### src/rtl/dsp_elastic_pipe.sv
// dsp_elastic_pipe: DEPTH-stage elastic register pipeline with a per-stage
// valid bit and valid/ready handshake on both ends. Empty stages accept
// from upstream even while downstream is stalled, so bubbles collapse.
// The ready chain is purely combinational from out_ready back to in_ready.
module dsp_elastic_pipe #(
   parameter int WIDTH = 18,
   parameter int DEPTH = 2,
   parameter int CNT_W = $clog2(DEPTH + 1)
) (
   input  logic             clk,
   input  logic             rst,
   input  logic             CE,
   input  logic             flush,
   input  logic             in_valid,
   output logic             in_ready,
   input  logic [WIDTH-1:0] in_data,
   output logic             out_valid,
   input  logic             out_ready,
   output logic [WIDTH-1:0] out_data,
   output logic [CNT_W-1:0] count
);

   // Stage state: valid bit and data word per stage.
   logic [DEPTH-1:0] valid_reg;
   logic [WIDTH-1:0] data_reg [DEPTH];

   // What each stage would load when it advances: the input for stage 0,
   // the previous stage for every other stage.
   logic [DEPTH-1:0] src_valid;
   logic [WIDTH-1:0] src_data [DEPTH];

   // rdy[i] is high when stage i may load this edge; rdy[DEPTH] is the
   // downstream sink. Flush and a low CE block every stage.
   logic [DEPTH:0]   rdy;
   logic [CNT_W-1:0] count_next;

   assign rdy[DEPTH] = out_ready & CE & ~flush;

   genvar gi;
   generate
      for (gi = 0; gi < DEPTH; gi++) begin : g_stage
         if (gi == 0) begin : g_head
            assign src_valid[gi] = in_valid;
            assign src_data[gi]  = in_data;
         end else begin : g_body
            assign src_valid[gi] = valid_reg[gi-1];
            assign src_data[gi]  = data_reg[gi-1];
         end
         // A stage can take a new word when it is empty or its own word moves on.
         assign rdy[gi] = (~valid_reg[gi] | rdy[gi+1]) & CE & ~flush;
      end
   endgenerate

   // Advance stages; data only follows a valid source so an empty stage
   // keeps its last word (out_data holds while the pipe drains empty).
   always_ff @(posedge clk or posedge rst) begin
      if (rst) begin
         valid_reg <= '0;
         for (int i = 0; i < DEPTH; i++) begin
            data_reg[i] <= '0;
         end
      end else if (flush) begin
         valid_reg <= '0;
         for (int i = 0; i < DEPTH; i++) begin
            data_reg[i] <= '0;
         end
      end else begin
         for (int i = 0; i < DEPTH; i++) begin
            if (rdy[i]) begin
               valid_reg[i] <= src_valid[i];
               if (src_valid[i]) begin
                  data_reg[i] <= src_data[i];
               end
            end
         end
      end
   end

   // Occupancy is the population count of the stage valid bits.
   always_comb begin
      count_next = '0;
      for (int i = 0; i < DEPTH; i++) begin
         count_next = count_next + CNT_W'(valid_reg[i]);
      end
   end

   // Nothing is accepted while reset is held, even though the stages read empty.
   assign in_ready  = rdy[0] & ~rst;
   assign out_valid = valid_reg[DEPTH-1];
   assign out_data  = data_reg[DEPTH-1];
   assign count     = count_next;

endmodule
### config.mk
export PLATFORM = sky130hd
export DESIGN_NAME = dsp_elastic_pipe
export DESIGN_NICKNAME = d
export VERILOG_FILES = /design/src/rtl/dsp_elastic_pipe.sv
export SDC_FILE = /design/constraint.sdc
export NUM_CORES = 1
export LEC_CHECK = 0
export ABC_AREA = 1
export ABC_CLOCK_PERIOD_IN_PS = 1150
export BUFFER_PORTS_ARGS = -buffer_cell sky130_fd_sc_hd__clkbuf_2
export CAP_MARGIN = 20
export CORE_MARGIN = 2
export CORE_UTILIZATION = 52
export CTS_CLUSTER_SIZE = 28
export DETAILED_ROUTE_END_ITERATION = 10
export PLACE_DENSITY = 0.79
export SYNTH_ARGS = -nofsm -noshare
export SYNTH_HDL_FRONTEND = slang
export SYNTH_SLANG_ARGS = --single-unit
### constraint.sdc
create_clock -name clk -period 1.15 [get_ports clk]
set_input_delay 0.0575 -clock clk [delete_from_list [all_inputs] [get_ports clk]]
set_output_delay 0.0575 -clock clk [all_outputs]
set_load 0.02 [all_outputs]
==> summary.txt, run 1 <==
STA
  • Worst relative slew slack: 78.1%
  • Max Freq: 699 MHz
  • Fin Clk Skew: 0.00469 ns
  • Worst Tran Pin Value: 0.328 ns
  • Post-layout min period: 1.43 ns
  • # setup viols final: 41
  • Hold slack final: 0.149 ns
  • Number of pins with negative max-slew slack in the final report: 0
  • Worst-case setup margin in the final layout: -0.281 ns
  • Setup repair after global routing missed its margin: true
  • Post-route clock period utilization: 124%
  • Setup total negative slack: -6.81 ns
  • Fin. Hold Viols: 0

Finish
  • Number of antenna cells inserted: 0
  • Footprint of the multi-input gates: 704 µm²
  • Area growth from synthesis to layout: 38.9%
  • Post-Layout Inst Area: 2430 µm²
  • Number of fillers in the final layout: 217
  • Area used by sequential logic in the layout: 952 µm²
  • Final net count: 279
  • Fraction of final layout cells sized beyond drive strength 1: 38.0%

Power and ir drop
  • Leak pwr: 1.32 nW
  • Sequential power share: 53.2%
  • Part of the power in combinational logic: 20.9%
  • Pwr/cell area: 1140 nW/µm²
  • Switching power as a share of total power: 29.2%
  • Clock power frac: 25.9%
  • Switch Pwr: 0.813 mW
  • Design internal power: 1.97 mW
  • Max rail drop VDD: 825 µV

Die
  • Horizontal die dimension: 62.0 µm
  • Die Area: 3850 µm²
  • Number of rows in the core area: 21
  • Floorplan die height: 62.0 µm
  • Core Footprint: 3280 µm²
  • Top-Level Pins: 46
  • Effective utilization at floorplan: 53.3%

Critical path
  • Reg-to-reg startpoint: valid_reg[1]
  • Worst R2R Setup Slack: -0.28 ns
  • CP Max Fanout: 9
  • Number of cells traversed by the worst register-to-register path: 8
  • Element type at the critical path end: register
  • Worst r2r dst: data_reg[34]
  • Startpoint type of the worst setup path: register
  • Data required time of the critical path: 1.39 ns
  • Worst endpoint data arrival time: 1.67 ns
  • Kind of critical path: reg -> reg

Synthesis
  • Mean post-synth cell area: 8.98 µm²
  • Sequential share of the synthesized area: 54.3%
  • Post-synth cell types: 17
  • Synthesis-stage register bit count: 38
  • Mapped Area: 1750 µm²
  • Warning count from the yosys run: 0
  • Synthesized Nets: 220
  • Synth Instances: 195

Routing
  • Routed wire per std cell: 15.0 µm
  • Final wirelength: 4.51 mm
  • Drt first pass iters: 4
  • DRC violations left: 0
  • Via Count: 1564
  • Vias per cell: 5.20
  • Violation count after the first detailed-routing iteration: 129
  • ANT nets after route: 0

GRT
  • Grt total ovfl: 0
  • Vias in the first global route: 1318
  • Total GRT Usage: 21.4%
  • Pin count of the biggest net entering global routing: 39
  • Global-route wire length before repair: 5.95 mm
  • Antenna violations before repair: 0

Run
  • Max Cap Violations: 0

Hold path
  • Hold/Removal Path Class: in -> reg
  • Worst hold path stage count: 3
  • Hold Crit Endpoint: valid_reg[1]
  • Worst min-delay path startpoint: CE

CTS
  • Deepest clock path buffer count: 2
  • H-tree depth reported by CTS: 2
  • TritonCTS sink count: 38
  • Clock transition at path regs: 0.11 ns
  • Inserted Clock Buffers: 5
  • TritonCTS clock tree: built
  • Clock latency on the worst-skew pair: 0.34 ns
  • Master cell of the clock root buffer: clkbuf_4

Placement
  • Instance area after placement: 1910 µm²
  • Port bufs: 45
  • Routability cong.: 0.745
  • Detail Placement HPWL: 2.26 mm

Status
  • Failing checks: setup timing
  • Status: complete, but fails checks
## synth_stat cells
cell	count	share of area, %
nand2_1	58	12
nand2_2	3	1.1
inv_2	1	0.21
o21ai_0	1	0.29
ha_1	1	0.71
dfrtp_1	38	54
a211oi_1	1	0.43
clkbuf_1	1	0.21
nand3_2	2	1.1
o21ai_1	1	0.29
nand3_1	55	16
buf_4	20	8.6
inv_1	3	0.64
nand2_4	1	0.64
buf_2	6	1.7
buf_6	2	1.3
nor2_2	1	0.36
## worst max-delay path, stage by stage, from the launching register on
cell and delay, ns:
dfrtp_2 0.44, nand2_2 0.08, nand2_2 0.06, buf_4 0.14, buf_6 0.11, nand3_4 0.17
nand2_4 0.14, nand2_1 0.11, nand2_1 0.08
## power groups by stage
stage	Combinational [mW]	Sequential, mW	Clock [mW]
after global placement	0.393	1.50	0
after CTS	0.488	1.48	0.727
after detailed placement	0.400	1.50	0
after floorplan	0.321	1.49	0
after global routing	0.632	1.49	0.789
final	0.582	1.48	0.722
## through the flow
stage               worst slack (ns)  cells  utilization [%]  power [mW]
finish                        -0.281    301             74.1        2.78
global route                  -0.299    301             74.1        2.91
CTS                           -0.198    294             68.4        2.69
detailed placement            0.0174    262             58.1        1.90
global placement              0.0355    262             58.1        1.90
floorplan                     0.0184    195                -        1.81
## cell usage in the layout, fill, tap and decap left out, types with 3 or more instances in the layout
cell type	instances
nand2_2	4
dlygate4sd3_1	20
nand2_1	56
nand3_2	15
buf_12	3
clkbuf_2	43
buf_6	3
buf_4	7
clkbuf_4	5
nand3_1	41
dfrtp_1	37
## routing by layer
metal	track usage [%]	share of wire, %
met3	4.97	5.7
met2	31.8	49
met5	0	0
met4	8.81	2.7
met1	30.3	42
## worst max path at each step
stage                     slack, ns  depth (start not counted)           end    startpoint
after detailed placement       0.02                          6  data_reg[30]  valid_reg[0]
after CTS                     -0.20                          4      in_ready  valid_reg[1]
final                         -0.28                          8  data_reg[34]  valid_reg[1]
after global placement         0.04                          6  data_reg[24]  valid_reg[0]
after floorplan                0.02                          6   out_data[3]  valid_reg[1]
after global routing          -0.30                          8  data_reg[34]  valid_reg[1]
## timing repair
action | CTS | global route
resized for setup | 10 | 19
setup endpoints to repair | 6 | 40
buffers inserted | 4 | 3
cloned | 0 | 4
hold buffers | 20 | 0
pin swaps | 2 | 11
endpoints found under the hold margin | 57 | 0
## cells by family (layout without fill, tap and decap cells)
family,after synthesis,count (layout),share of synthesized area (%)
AND/OR/NAND/NOR,120,121,31.4
flip-flops,38,38,54.3
buffers and inverters,33,92,12.6
adder cells (fa/ha/maj),1,1,0.714
AO/OA/AOI/OAI,3,3,1.00
## final cells by class
cell class,count,share of cell area (%)
clock buffers,6,2.11
clock inverters,2,0.514
inverters,4,0.617
multi-input cells,125,28.9
flip-flops and latches,38,39.1
well taps,46,2.37
repair buffers,80,26.3
No activity file was read; power rests on OpenSTA's default activity.
==> run 2, diff against run 1 <==
--- a/config.mk
+++ b/config.mk
@@ -11,8 +11,9 @@
 export CAP_MARGIN = 20
 export CORE_MARGIN = 2
-export CORE_UTILIZATION = 52
+export CORE_UTILIZATION = 54
+export CTS_BUF_LIST = sky130_fd_sc_hd__clkbuf_4 sky130_fd_sc_hd__clkbuf_8
 export CTS_CLUSTER_SIZE = 28
 export DETAILED_ROUTE_END_ITERATION = 10
-export PLACE_DENSITY = 0.79
+export PLACE_DENSITY = 0.81
 export SYNTH_ARGS = -nofsm -noshare
 export SYNTH_HDL_FRONTEND = slang
==> constraint.sdc (replaced) <==
create_clock -name clk -period 1.15 [get_ports clk]
set_input_delay 0.0575 -clock clk [delete_from_list [all_inputs] [get_ports clk]]
set_output_delay 0.0575 -clock clk [all_outputs]
set_load 0.005 [all_outputs]
==> run 2 against run 1 <==
Net effect:
- fmax up 4.6%
- sequential share of layout area up 3.1 points
- sequential cell count unchanged
- final area down 7.4%
- total power up 1.6%
- setup slack better by 0.062 ns
- register-to-register slack better by 0.14 ns
- clock skew down 0.0020 ns
- the run still ends with setup timing left
==> summary.txt, run 2 (synthesized netlist as in run 1, its figures left out) <==
Routing
  • Final wirelength: 3.90 mm (was 4.51 mm)
  • Drt first pass iters: 4 (unchanged)
  • Vias per cell: 5.19 (was 5.20)
  • ANT nets after route: 0 (unchanged)
  • Routed wire per std cell: 13.3 µm (was 15.0 µm)
  • DRC violations left: 0 (unchanged)
  • Via Count: 1515 (was 1564)
  • Violation count after the first detailed-routing iteration: 82 (was 129)

STA
  • Worst Tran Pin Value: 0.248 ns (was 0.328 ns)
  • Worst-case setup margin in the final layout: -0.218 ns (was -0.281 ns)
  • Fin Clk Skew: 0.00266 ns (was 0.00469 ns)
  • Max Freq: 731 MHz (was 699 MHz)
  • Post-layout min period: 1.37 ns (was 1.43 ns)
  • Worst relative slew slack: 83.3% (was 78.1%)
  • # setup viols final: 40 (was 41)
  • Post-route clock period utilization: 119% (was 124%)
  • Setup repair after global routing missed its margin: true (unchanged)
  • Fin. Hold Viols: 0 (unchanged)
  • Number of pins with negative max-slew slack in the final report: 0 (unchanged)

Power and ir drop
  • Clock power frac: 32.3% (was 25.9%)
  • Switching power as a share of total power: 24.6% (was 29.2%)
  • Leak pwr: 1.26 nW (was 1.32 nW)
  • Switch Pwr: 0.697 mW (was 0.813 mW)
  • Sequential power share: 52.1% (was 53.2%)
  • Part of the power in combinational logic: 15.6% (was 20.9%)
  • Pwr/cell area: 1250 nW/µm² (was 1140 nW/µm²)
  • Max rail drop VDD: 1170 µV (was 825 µV)
  • Design internal power: 2.13 mW (was 1.97 mW)

GRT
  • Grt total ovfl: 0 (unchanged)
  • Pin count of the biggest net entering global routing: 26 (was 39)
  • Total GRT Usage: 23.2% (was 21.4%)
  • Global-route wire length before repair: 6.22 mm (was 5.95 mm)
  • Vias in the first global route: 1372 (was 1318)
  • Antenna violations before repair: 0 (unchanged)

Critical path
  • Critical path cell sequence: nand2_2, nand2_2, buf_6, a211oi_2, buf_2 (was nand2_2, nand2_2, buf_4, buf_6, nand3_4, nand2_4, nand2_1, nand2_1)
  • Cell occurring most often along the worst timing path: nand2_2
  • Data required time of the critical path: 1.09 ns (was 1.39 ns)
  • Worst R2R Setup Slack: -0.14 ns (was -0.28 ns)
  • Kind of critical path: reg -> out (was reg -> reg)
  • Number of cells traversed by the worst register-to-register path: 6 (was 8)
  • Worst r2r dst: data_reg[30] (was data_reg[34])
  • Critical path's slowest cell: dfrtp_1 (was dfrtp_2)
  • Delay of the slowest cell on the worst path: 0.40 ns (was 0.44 ns)
  • CP Max Fanout: 2 (was 9)
  • Origin of the worst setup path: valid_reg[1] (unchanged)
  • Element type at the critical path end: output port (was register)
  • Worst endpoint data arrival time: 1.31 ns (was 1.67 ns)
  • Startpoint type of the worst setup path: register (unchanged)
  • Top cell family by delay on the critical path: flip-flops (was simple AND/OR/NAND/NOR gates)
  • Reg-to-reg startpoint: valid_reg[0] (was valid_reg[1])
  • Buffers plus inverters on the worst setup path: 2 (unchanged)

Finish
  • Number of fillers in the final layout: 232 (was 217)
  • Area growth from synthesis to layout: 28.6% (was 38.9%)
  • Final net count: 273 (was 279)
  • Most frequent cells in the layout: 58 x nand2_1, 54 x nand3_1, 44 x clkbuf_2 (was 56 x nand2_1, 43 x clkbuf_2, 41 x nand3_1)
  • Commonest non-fill, non-tap cell in the layout: nand2_1 (unchanged)
  • Share of the core filled with cells in the final layout: 73.2% (was 74.1%)
  • Fraction of final layout cells sized beyond drive strength 1: 29.8% (was 38.0%)
  • Post-Layout Inst Area: 2250 µm² (was 2430 µm²)
  • Footprint of the multi-input gates: 624 µm² (was 704 µm²)
  • Area used by sequential logic in the layout: 951 µm² (was 952 µm²)
  • Number of antenna cells inserted: 0 (unchanged)

CTS
  • Clock transition at path regs: 0.10 ns (was 0.11 ns)
  • Inserted Clock Buffers: 5 (unchanged)
  • TritonCTS clock tree: built (unchanged)
  • Master cell of the clock root buffer: clkbuf_4 (unchanged)
  • H-tree depth reported by CTS: 2 (unchanged)
  • Deepest clock path buffer count: 2 (unchanged)
  • TritonCTS sink count: 38 (unchanged)
  • Clock latency on the worst-skew pair: 0.34 ns (about the same)

Die
  • Core Footprint: 3080 µm² (was 3280 µm²)
  • Horizontal die dimension: 61.0 µm (was 62.0 µm)
  • Effective utilization at floorplan: 56.9% (was 53.3%)
  • Number of rows in the core area: 20 (was 21)
  • Floorplan die height: 61.0 µm (was 62.0 µm)
  • Top-Level Pins: 46 (unchanged)
  • Die Area: 3720 µm² (was 3850 µm²)

Hold path
  • Worst min-delay path startpoint: flush (was CE)
  • Hold/Removal Path Class: in -> reg (unchanged)
  • Worst hold path stage count: 2 (was 3)
  • Hold Crit Endpoint: valid_reg[1] (unchanged)

Placement
  • Detail Placement HPWL: 2.47 mm (was 2.26 mm)
  • Instance area after placement: 1930 µm² (was 1910 µm²)
  • Port bufs: 45 (unchanged)
  • Routability cong.: 0.845 (was 0.745)

Status
  • Failing checks: setup timing (unchanged)
  • Status: complete, but fails checks (unchanged)

Run
  • Max Cap Violations: 0 (unchanged)
==> run 2: timing repair <==
item	4_1_cts	5_1_grt
resized for setup	5	3
pin swaps	1	0
buffers inserted	1	0
setup endpoints to repair	9	40
hold buffers	19	0
hold endpoints to repair	56	0
==> run 2: routing by layer <==
layer,wire [µm],vias up,GRT usage [%]
met5,0,-,0
met4,29,0,7.45
met3,233,4,6.40
met2,1960,59,35.3
met1,1680,725,32.5
li1,-,727,-
==> run 2: worst max-delay path by stage <==
stage / slack [ns] / endpoint / depth (start not counted)
final: -0.22 / in_ready / 5
after global routing: -0.29 / in_ready / 5
after CTS: -0.20 / in_ready / 5
after detailed placement: -0.03 / out_data[1] / 5
after global placement: 0.04 / data_reg[30] / 6
after floorplan: 0.07 / out_data[3] / 6
==> run 2: final cells by class <==
cell class                      instances  area share [%]
Multi-Input combinational cell        124            27.7
Timing Repair Buffer                   75            23.4
Tap cell                               44            2.44
Clock buffer                            6            2.28
Clock inverter                          1            1.33
Sequential cell                        38            42.2
Inverter                                4           0.666
==> run 2: metrics by stage <==
step / hold slack (ns) / total power, mW / std cells / setup WS [ns] / setup TNS, ns
floorplan: 0.145 / 1.75 / 195 / 0.0717 / 0
global placement: 0.102 / 1.85 / 265 / 0.0351 / 0
detailed placement: 0.108 / 1.86 / 265 / -0.0328 / -0.0448
CTS: 0.0101 / 2.83 / 292 / -0.202 / -0.698
global route: 0.0996 / 2.96 / 292 / -0.290 / -4.08
finish: 0.0566 / 2.83 / 292 / -0.218 / -1.79
==> run 2: power groups by stage <==
stage / Sequential (mW) / Clock (mW) / Combinational (mW)
floorplan: 1.49 / 0 / 0.263
global placement: 1.50 / 0 / 0.352
detailed placement: 1.50 / 0 / 0.363
CTS: 1.47 / 0.928 / 0.426
global route: 1.48 / 0.983 / 0.489
finish: 1.47 / 0.913 / 0.440
